File: config.mk
export PLATFORM = sky130hd
export DESIGN_NAME = instr_encoder_flat
export DESIGN_NICKNAME = d
export VERILOG_FILES = /design/src/rtl/instr_enc_pkg.sv /design/src/rtl/instr_encoder_if.sv /design/src/rtl/enc_fifo.sv /design/src/rtl/instr_encoder.sv /design/src/flat_wrapper.sv
export SDC_FILE = /design/constraint.sdc
export NUM_CORES = 1
export LEC_CHECK = 0
export BUFFER_PORTS_ARGS = -buffer_cell sky130_fd_sc_hd__buf_4
export CAP_MARGIN = 20
export CORE_MARGIN = 2
export CORE_UTILIZATION = 45
export DETAILED_ROUTE_END_ITERATION = 10
export PLACE_DENSITY = 0.76
export SETUP_SLACK_MARGIN = 0.02
export SLEW_MARGIN = 10
export SYNTH_ARGS = -nofsm -noshare
export SYNTH_HDL_FRONTEND = slang
export SYNTH_HIERARCHICAL = 1
export SYNTH_SLANG_ARGS = --single-unit
File: constraint.sdc
create_clock -name clk -period 2.3 [get_ports clk]
set_clock_uncertainty 0.05 [all_clocks]
set_input_delay 0.23 -clock clk [delete_from_list [all_inputs] [get_ports clk]]
set_output_delay 0.23 -clock clk [all_outputs]
set_load 0.05 [all_outputs]
File: src/rtl/instr_enc_pkg.sv
// instr_enc_pkg
//   Shared definitions for the instruction encoder: opcode constants,
//   the in_kind encoding, the FSM state type and the word encoder.
package instr_enc_pkg;

    localparam logic [5:0] OP_RTYPE = 6'b000000;
    localparam logic [5:0] OP_BEQ   = 6'b000100;
    localparam logic [5:0] OP_SW    = 6'b101011;
    localparam logic [5:0] OP_LW    = 6'b100011;

    typedef enum logic [1:0] {
        KIND_R   = 2'b00,
        KIND_BEQ = 2'b01,
        KIND_SW  = 2'b10,
        KIND_LW  = 2'b11
    } kind_t;

    typedef enum logic [1:0] {
        ST_IDLE  = 2'd0,
        ST_WRITE = 2'd1,
        ST_FULL  = 2'd2
    } state_t;

    // R-type ignores imm; I-types ignore rd and funct.
    function automatic logic [31:0] encode(
        input logic [1:0]  kind,
        input logic [4:0]  rs,
        input logic [4:0]  rt,
        input logic [4:0]  rd,
        input logic [5:0]  funct,
        input logic [15:0] imm
    );
        logic [31:0] w;
        case (kind)
            KIND_BEQ: w = {OP_BEQ, rs, rt, imm};
            KIND_SW:  w = {OP_SW,  rs, rt, imm};
            KIND_LW:  w = {OP_LW,  rs, rt, imm};
            default:  w = {OP_RTYPE, rs, rt, rd, 5'b00000, funct};
        endcase
        return w;
    endfunction

endpackage

File: src/rtl/instr_encoder_if.sv
// instr_encoder_if
//   Request side and memory-write side of the instruction encoder.
//   Handshake: a request transfers on a cycle where in_valid=1 and
//   in_ready=1; in_ready depends only on registered state. A memory
//   write completes on a cycle where mem_we=1 and mem_ack=1; mem_ack
//   with mem_we=0 has no effect.
//   slave  : the encoder block
//   master : the request source / memory model
interface instr_encoder_if #(parameter int AW = 8);
    logic          in_valid;
    logic          in_ready;
    logic [1:0]    in_kind;
    logic [4:0]    in_rs;
    logic [4:0]    in_rt;
    logic [4:0]    in_rd;
    logic [5:0]    in_funct;
    logic [15:0]   in_imm;
    logic          base_load;
    logic [AW-1:0] base_addr;
    logic          mem_we;
    logic [AW-1:0] mem_addr;
    logic [31:0]   mem_wdata;
    logic          mem_ack;
    logic [AW:0]   words_written;
    logic          full_err;

    modport slave (
        input  in_valid, in_kind, in_rs, in_rt, in_rd, in_funct, in_imm,
        input  base_load, base_addr, mem_ack,
        output in_ready, mem_we, mem_addr, mem_wdata, words_written, full_err
    );

    modport master (
        output in_valid, in_kind, in_rs, in_rt, in_rd, in_funct, in_imm,
        output base_load, base_addr, mem_ack,
        input  in_ready, mem_we, mem_addr, mem_wdata, words_written, full_err
    );
endinterface

File: src/rtl/enc_fifo.sv
// enc_fifo
//   DEPTH x W synchronous FIFO with count-based full/empty.
//   Ports: clk, rst_n (async active-low), push/din, pop/dout (head,
//   valid when !empty), count, full, empty.
module enc_fifo #(
    parameter int DEPTH = 4,
    parameter int W     = 32
) (
    input  logic                       clk,
    input  logic                       rst_n,
    input  logic                       push,
    input  logic [W-1:0]               din,
    input  logic                       pop,
    output logic [W-1:0]               dout,
    output logic [$clog2(DEPTH):0]     count,
    output logic                       full,
    output logic                       empty
);
    localparam int PW = $clog2(DEPTH);

    logic [W-1:0]  mem [DEPTH];
    logic [PW-1:0] wr_ptr;
    logic [PW-1:0] rd_ptr;
    logic [PW:0]   cnt;
    logic          do_push;
    logic          do_pop;

    assign do_push = push && !full;
    assign do_pop  = pop && !empty;

    always_ff @(posedge clk) begin
        if (do_push) mem[wr_ptr] <= din;
    end

    // Pointers wrap naturally because DEPTH is a power of two.
    always_ff @(posedge clk or negedge rst_n) begin
        if (!rst_n) begin
            wr_ptr <= '0;
            rd_ptr <= '0;
            cnt    <= '0;
        end else begin
            if (do_push) wr_ptr <= wr_ptr + PW'(1);
            if (do_pop)  rd_ptr <= rd_ptr + PW'(1);
            if (do_push && !do_pop)      cnt <= cnt + (PW+1)'(1);
            else if (do_pop && !do_push) cnt <= cnt - (PW+1)'(1);
        end
    end

    assign dout  = mem[rd_ptr];
    assign count = cnt;
    assign full  = (cnt == (PW+1)'(DEPTH));
    assign empty = (cnt == '0);
endmodule

File: src/rtl/instr_encoder.sv
// instr_encoder
//   Encodes MIPS-style instruction requests into 32-bit words, buffers
//   them in enc_fifo and writes them to sequential instruction-memory
//   addresses. Stops in FULL (full_err) instead of wrapping the address.
//   Ports: clk, rst_n (async active-low), bus (instr_encoder_if.slave),
//   dbg_state (current FSM state).
module instr_encoder
    import instr_enc_pkg::*;
#(
    parameter int DEPTH = 4,
    parameter int AW    = 8
) (
    input  logic            clk,
    input  logic            rst_n,
    instr_encoder_if.slave  bus,
    output state_t          dbg_state
);
    localparam int CW = $clog2(DEPTH) + 1;

    state_t        state_q, state_d;
    logic [AW-1:0] addr_q, addr_d;
    logic [AW:0]   ww_q, ww_d;
    logic          ferr_q, ferr_d;

    logic          push, pop;
    logic [31:0]   head;
    logic [CW-1:0] count;
    logic          fifo_full, fifo_empty;

    assign bus.in_ready = !fifo_full && (state_q != ST_FULL);
    assign push = bus.in_valid && bus.in_ready;

    enc_fifo #(.DEPTH(DEPTH), .W(32)) u_fifo (
        .clk   (clk),
        .rst_n (rst_n),
        .push  (push),
        .din   (encode(bus.in_kind, bus.in_rs, bus.in_rt, bus.in_rd,
                       bus.in_funct, bus.in_imm)),
        .pop   (pop),
        .dout  (head),
        .count (count),
        .full  (fifo_full),
        .empty (fifo_empty)
    );

    always_comb begin
        state_d = state_q;
        addr_d  = addr_q;
        ww_d    = ww_q;
        ferr_d  = ferr_q;
        pop     = 1'b0;
        case (state_q)
            ST_IDLE: begin
                if (bus.base_load) begin
                    addr_d = bus.base_addr;
                    ww_d   = '0;
                    ferr_d = 1'b0;
                end
                // Looking at push too gives the N+1 first-write latency.
                if (!fifo_empty || push) state_d = ST_WRITE;
            end
            ST_WRITE: begin
                if (bus.mem_ack) begin
                    pop  = 1'b1;
                    ww_d = ww_q + (AW+1)'(1);
                    if (addr_q == '1) begin
                        // Last address used: park without wrapping.
                        state_d = ST_FULL;
                        ferr_d  = 1'b1;
                    end else begin
                        addr_d = addr_q + AW'(1);
                        if (count == CW'(1) && !push) state_d = ST_IDLE;
                    end
                end
            end
            ST_FULL: begin
                if (bus.base_load) begin
                    addr_d  = bus.base_addr;
                    ww_d    = '0;
                    ferr_d  = 1'b0;
                    state_d = ST_IDLE;
                end
            end
            default: state_d = ST_IDLE;
        endcase
    end

    always_ff @(posedge clk or negedge rst_n) begin
        if (!rst_n) begin
            state_q <= ST_IDLE;
            addr_q  <= '0;
            ww_q    <= '0;
            ferr_q  <= 1'b0;
        end else begin
            state_q <= state_d;
            addr_q  <= addr_d;
            ww_q    <= ww_d;
            ferr_q  <= ferr_d;
        end
    end

    assign bus.mem_we        = (state_q == ST_WRITE);
    assign bus.mem_wdata     = (state_q == ST_WRITE) ? head : 32'h0;
    assign bus.mem_addr      = addr_q;
    assign bus.words_written = ww_q;
    assign bus.full_err      = ferr_q;
    assign dbg_state         = state_q;
endmodule

File: src/flat_wrapper.sv
// flat-port wrapper written by rule: the top's interface ports become plain ports
module instr_encoder_flat import instr_enc_pkg::*;
#(
    parameter int DEPTH = 4,
    parameter int AW    = 8
)
  (clk, rst_n, dbg_state, bus_in_valid, bus_in_kind, bus_in_rs, bus_in_rt, bus_in_rd, bus_in_funct, bus_in_imm, bus_base_load, bus_base_addr, bus_mem_ack, bus_in_ready, bus_mem_we, bus_mem_addr, bus_mem_wdata, bus_words_written, bus_full_err);
  instr_encoder_if #(.AW(AW)) bus_i ();
  input  logic clk;
  input  logic rst_n;
  output state_t dbg_state;
  input wire logic [$bits(bus_i.in_valid)-1:0] bus_in_valid;
  input wire logic [$bits(bus_i.in_kind)-1:0] bus_in_kind;
  input wire logic [$bits(bus_i.in_rs)-1:0] bus_in_rs;
  input wire logic [$bits(bus_i.in_rt)-1:0] bus_in_rt;
  input wire logic [$bits(bus_i.in_rd)-1:0] bus_in_rd;
  input wire logic [$bits(bus_i.in_funct)-1:0] bus_in_funct;
  input wire logic [$bits(bus_i.in_imm)-1:0] bus_in_imm;
  input wire logic [$bits(bus_i.base_load)-1:0] bus_base_load;
  input wire logic [$bits(bus_i.base_addr)-1:0] bus_base_addr;
  input wire logic [$bits(bus_i.mem_ack)-1:0] bus_mem_ack;
  output wire logic [$bits(bus_i.in_ready)-1:0] bus_in_ready;
  output wire logic [$bits(bus_i.mem_we)-1:0] bus_mem_we;
  output wire logic [$bits(bus_i.mem_addr)-1:0] bus_mem_addr;
  output wire logic [$bits(bus_i.mem_wdata)-1:0] bus_mem_wdata;
  output wire logic [$bits(bus_i.words_written)-1:0] bus_words_written;
  output wire logic [$bits(bus_i.full_err)-1:0] bus_full_err;
  assign bus_i.in_valid = bus_in_valid;
  assign bus_i.in_kind = bus_in_kind;
  assign bus_i.in_rs = bus_in_rs;
  assign bus_i.in_rt = bus_in_rt;
  assign bus_i.in_rd = bus_in_rd;
  assign bus_i.in_funct = bus_in_funct;
  assign bus_i.in_imm = bus_in_imm;
  assign bus_i.base_load = bus_base_load;
  assign bus_i.base_addr = bus_base_addr;
  assign bus_i.mem_ack = bus_mem_ack;
  assign bus_in_ready = bus_i.in_ready;
  assign bus_mem_we = bus_i.mem_we;
  assign bus_mem_addr = bus_i.mem_addr;
  assign bus_mem_wdata = bus_i.mem_wdata;
  assign bus_words_written = bus_i.words_written;
  assign bus_full_err = bus_i.full_err;
  instr_encoder #(.DEPTH(DEPTH), .AW(AW)) u_core (.clk(clk), .rst_n(rst_n), .bus(bus_i), .dbg_state(dbg_state));
endmodule
==> impl_results.html <==
<table>
<tr><th>Metric</th><th>Value</th></tr>
<tr><th colspan="2">Outcome</th></tr>
<tr><td>Outcome</td><td>completed</td></tr>
<tr><th colspan="2">Routing</th></tr>
<tr><td>Routed len/inst</td><td>approximately 19 um</td></tr>
<tr><td>Via count</td><td>roughly 4000</td></tr>
<tr><td>Count of unresolved DRC violations after routing</td><td>0</td></tr>
<tr><td>Remaining number of nets flagged by the antenna check after routing</td><td>0</td></tr>
<tr><td>Wire length after detailed routing</td><td>between 10000 and 15000 um</td></tr>
<tr><td>Vias/cell</td><td>roughly 5.4</td></tr>
<tr><td>First-pass iteration count of the detailed router</td><td>5</td></tr>
<tr><td>Number of DRC markers in iteration 0</td><td>297</td></tr>
<tr><th colspan="2">Global routing</th></tr>
<tr><td>Number of antenna violations at the first check in global routing</td><td>0</td></tr>
<tr><td>Via count of the first global-routing pass</td><td>approximately 4000</td></tr>
<tr><td>First-pass GRT wire length</td><td>approximately 21000 um</td></tr>
<tr><td>Met1 GRT Util</td><td>23.8%</td></tr>
<tr><td>Global-route met3 utilization</td><td>under 10%</td></tr>
<tr><td>GRT overflow</td><td>0</td></tr>
<tr><td>Largest net degree at the start of global routing</td><td>28</td></tr>
<tr><td>Overall Global Routing Usage</td><td>17.6%</td></tr>
<tr><td>GR Layer Usage met2</td><td>28.1%</td></tr>
<tr><td>Busiest layer in global routing</td><td>met2</td></tr>
<tr><th colspan="2">STA</th></tr>
<tr><td>Min setup slack post-route</td><td>approximately 0.031 ns</td></tr>
<tr><td>Final setup violating endpoints</td><td>0</td></tr>
<tr><td>Setup repair after global routing missed its margin</td><td>true</td></tr>
<tr><td>Final Hold Slack</td><td>0.0248 ns</td></tr>
<tr><td>Max Clk Rate</td><td>441 MHz</td></tr>
<tr><td>Final period utilization</td><td>between 90% and 100%</td></tr>
<tr><td>Number of slew-limit violations in the final report</td><td>0</td></tr>
<tr><td>Post-layout minimum cycle time</td><td>roughly 2.3 ns</td></tr>
<tr><td>Final Hold Viols</td><td>0</td></tr>
<tr><th colspan="2">Pwr</th></tr>
<tr><td>VDD IR-drop max</td><td>approximately 1000 uV</td></tr>
<tr><td>Power density of the placed cells</td><td>about 1600 mW/mm^2</td></tr>
<tr><td>Leak</td><td>approximately 3.4 nW</td></tr>
<tr><th colspan="2">Logic synthesis</th></tr>
<tr><td>Average cell area after synthesis</td><td>about 17 sq um</td></tr>
<tr><td>Post-Syn Area</td><td>roughly 0.0066 sq mm</td></tr>
<tr><td>Fraction of synthesis flops using an asynchronous set or reset pin</td><td>17.4%</td></tr>
<tr><td>Leading register cell type out of synthesis</td><td>sky130_fd_sc_hd__edfxtp_1</td></tr>
<tr><td>Number of instances in the synthesized netlist</td><td>roughly 380</td></tr>
<tr><td>Ys Warns</td><td>6</td></tr>
<tr><td>Count of distinct cell types in the synthesized netlist</td><td>between 50 and 60</td></tr>
<tr><td>Number of enable flip-flop cells after synthesis</td><td>128</td></tr>
<tr><td>Portion of the post-synthesis area used by sequential elements</td><td>around two thirds</td></tr>
<tr><td>Flip-flop and latch count after synthesis</td><td>approximately 160</td></tr>
<tr><th colspan="2">Setup path</th></tr>
<tr><td>Ordered list of cells on the worst path</td><td>clkbuf_16 -&gt; mux4_2 -&gt; and2_4 -&gt; buf_6</td></tr>
<tr><td>Crit start category</td><td>flip-flop</td></tr>
<tr><td>Type of the setup path with the least slack</td><td>reg -&gt; out</td></tr>
<tr><td>Data arrival time at the worst-slack endpoint</td><td>1.99 ns</td></tr>
<tr><td>Required @ worst endpoint</td><td>~2.0 ns</td></tr>
<tr><td>Critical path fanouts, max</td><td>8</td></tr>
<tr><td>Critical path's slowest cell</td><td>sky130_fd_sc_hd__dfrtp_4</td></tr>
<tr><td>Delay of the slowest cell on the worst path</td><td>~0.55 ns</td></tr>
<tr><td>Crit. End Element</td><td>output pin</td></tr>
<tr><th colspan="2">Floorplanning</th></tr>
<tr><td>Starting Density</td><td>45.8%</td></tr>
<tr><td># IOs</td><td>between 100 and 150</td></tr>
<tr><td>Chip Width</td><td>~130 um</td></tr>
<tr><td>DIE HEIGHT</td><td>~130 um</td></tr>
<tr><td>Core area</td><td>about 0.014 sq mm</td></tr>
<tr><td>Floorplan row count</td><td>44</td></tr>
<tr><td>Die Footprint</td><td>0.0157 sq mm</td></tr>
<tr><th colspan="2">Finish</th></tr>
<tr><td>Share of final-layout standard cells stronger than drive strength 1</td><td>a little under half</td></tr>
<tr><td>Relative area change from synthesis to final layout</td><td>33.8%</td></tr>
<tr><td>Fin nets</td><td>592</td></tr>
<tr><td>Final design area excluding fillers</td><td>between 0.008 and 0.009 sq mm</td></tr>
<tr><td>Utilization after layout</td><td>around three fifths</td></tr>
<tr><td>Number of diodes added for antenna fixing</td><td>0</td></tr>
<tr><th colspan="2">Clocking</th></tr>
<tr><td>CTS tree</td><td>yes</td></tr>
<tr><td>Clock latency of the later-clocked register in the worst-skew pair</td><td>between 0.4 and 0.5 ns</td></tr>
<tr><td>Clock buffer count from CTS</td><td>17</td></tr>
<tr><td>Clk slew on worst S/H paths</td><td>~0.070 ns</td></tr>
<tr><td>Total number of clock tree sinks</td><td>around 160</td></tr>
<tr><td>Number of levels the H-tree was split into</td><td>4</td></tr>
<tr><td>Buffer cell driving the clock tree root</td><td>sky130_fd_sc_hd__clkbuf_16</td></tr>
<tr><td>Maximum root-to-sink buffer count</td><td>2</td></tr>
<tr><th colspan="2">Placed design</th></tr>
<tr><td>Count of input and output buffers</td><td>105</td></tr>
<tr><td>Weighted congestion reported at the end of routability-driven placement</td><td>0.840</td></tr>
<tr><td>Pre-CTS setup slack</td><td>-0.0281 ns</td></tr>
<tr><td>Placed instance area</td><td>approximately 0.0078 sq mm</td></tr>
<tr><td>DPL Wire Length</td><td>~8400 um</td></tr>
<tr><th colspan="2">Hold path</th></tr>
<tr><td>Type of the worst min-delay path</td><td>in -&gt; reg</td></tr>
<tr><th colspan="2">Run</th></tr>
<tr><td># Max-Cap Violations</td><td>0</td></tr>
</table>
## sequential cells by signal, summed over array words and instances (netlist names)
register and flops:
u_core/u_fifo/rd_ptr 2, u_core/u_fifo/wr_ptr 2, u_core/bus.full_err 1, u_core/bus.mem_addr 8, u_core/dbg_state 2, u_core/u_fifo/mem 128, u_core/u_fifo/count 3, u_core/bus.words_written 9
## metrics by stage
step	power, W	instances	setup TNS, ns
floorplan	0.00859	385	0
global placement	0.0103	676	0
detailed placement	0.0104	676	-0.0281
CTS	0.0135	722	0
global route	0.0150	729	-0.386
finish	0.0144	729	0
## per-layer routing
metal	vias to the layer above	wire length, um
li1	1775	-
met1	2002	6000
met2	168	6870
met3	12	894
met4	0	115
met5	-	0
## kinds of logic (layout without fill, tap and decap cells)
group / count (synthesis) / count (layout) / share of synthesized area [%]
AO/OA/AOI/OAI: 32 / 32 / 3.28
XOR/XNOR: 12 / 12 / 1.58
adder cells (fa/ha/maj): 8 / 8 / 1.62
buffers and inverters: 27 / 187 / 2.68
flip-flops: 155 / 155 / 68.1
multiplexers: 49 / 49 / 14.1
other: 1 / 4 / 0.0565
AND/OR/NAND/NOR: 98 / 98 / 8.60
## synthesized netlist by cell type (all sizes together), types with 2 or more instances
cell / number / area share [%]
a211oi: 2 / 0.23
a21o: 2 / 0.25
a21oi: 8 / 0.60
a31oi: 2 / 0.19
and2: 37 / 3.5
and4: 2 / 0.26
buf: 13 / 1.9
clkbuf: 5 / 0.28
dfrtp: 27 / 10
edfxtp: 128 / 58
ha: 7 / 1.3
inv: 8 / 0.45
mux2: 15 / 2.7
mux2i: 2 / 0.30
mux4: 32 / 11
nand2: 10 / 0.68
nand2b: 3 / 0.28
nand3: 8 / 0.68
nand4: 4 / 0.38
nor2: 14 / 0.79
nor2b: 10 / 0.94
nor3: 2 / 0.15
o2111ai: 2 / 0.26
o211ai: 2 / 0.23
o21ai: 6 / 0.45
or3: 2 / 0.19
xnor2: 7 / 0.92
xor2: 5 / 0.66
## power breakdown
part / internal [W] / switching (W) / total [W]
sequential: 0.00379 / 0.000462 / 0.00425
clock: 0.00173 / 0.00116 / 0.00289
combinational: 0.00317 / 0.00406 / 0.00723
total: 0.00869 / 0.00568 / 0.0144
## path summary, 6_finish.rpt
path                                    startpoint                      end  slack [ns]  depth (start not counted)
hold / removal                    bus_base_addr[5]   u_core/bus.mem_addr[5]        0.02                          3
min in group asynchronous                    rst_n   u_core/bus.mem_addr[6]        0.23                          2
setup reg to reg            u_core/u_fifo/count[0]   u_core/u_fifo/count[2]        0.08                          8
setup / recovery           u_core/u_fifo/rd_ptr[0]         bus_mem_wdata[9]        0.03                          4
max in group asynchronous                    rst_n  u_core/u_fifo/rd_ptr[0]        1.65                          2
hold reg to reg                u_core/bus.full_err      u_core/bus.full_err        0.45                          1
## final cells by class
class | count | area (sq um)
Clock buffer | 17 | 425
Timing Repair Buffer | 146 | 1430
Tap cell | 184 | 230
Multi-Input combinational cell | 203 | 2040
Fill cell | 1051 | 5600
Clock inverter | 15 | 189
Sequential cell | 155 | 4530
Inverter | 9 | 33.8
## timing repair
action	in CTS	in global routing
pin swaps	1	2
endpoints found under the hold margin	68	0
resized for setup	7	70
gates cloned	0	4
setup endpoints to repair	16	30
hold buffers	12	0
setup buffers	2	3
## cell usage in the layout, fill, tap and decap left out, types with 9 or more instances in the layout
cell type,instances
sky130_fd_sc_hd__buf_6,21
sky130_fd_sc_hd__edfxtp_1,128
sky130_fd_sc_hd__dlygate4sd3_1,12
sky130_fd_sc_hd__mux2_2,13
sky130_fd_sc_hd__mux4_2,31
sky130_fd_sc_hd__and2_4,25
sky130_fd_sc_hd__nor2_1,13
sky130_fd_sc_hd__dfrtp_1,21
sky130_fd_sc_hd__clkbuf_16,20
sky130_fd_sc_hd__buf_4,93
sky130_fd_sc_hd__nor2b_1,9
sky130_fd_sc_hd__buf_12,9
## worst max-delay path, delay by kind of cell (launching register included)
kind / cells / cell delay, ns
buffers and inverters: 2 / 0.34
AND/OR/NAND/NOR: 1 / 0.16
multiplexers: 1 / 0.51
flip-flops: 1 / 0.55
No activity file was read; power rests on OpenSTA's default activity.
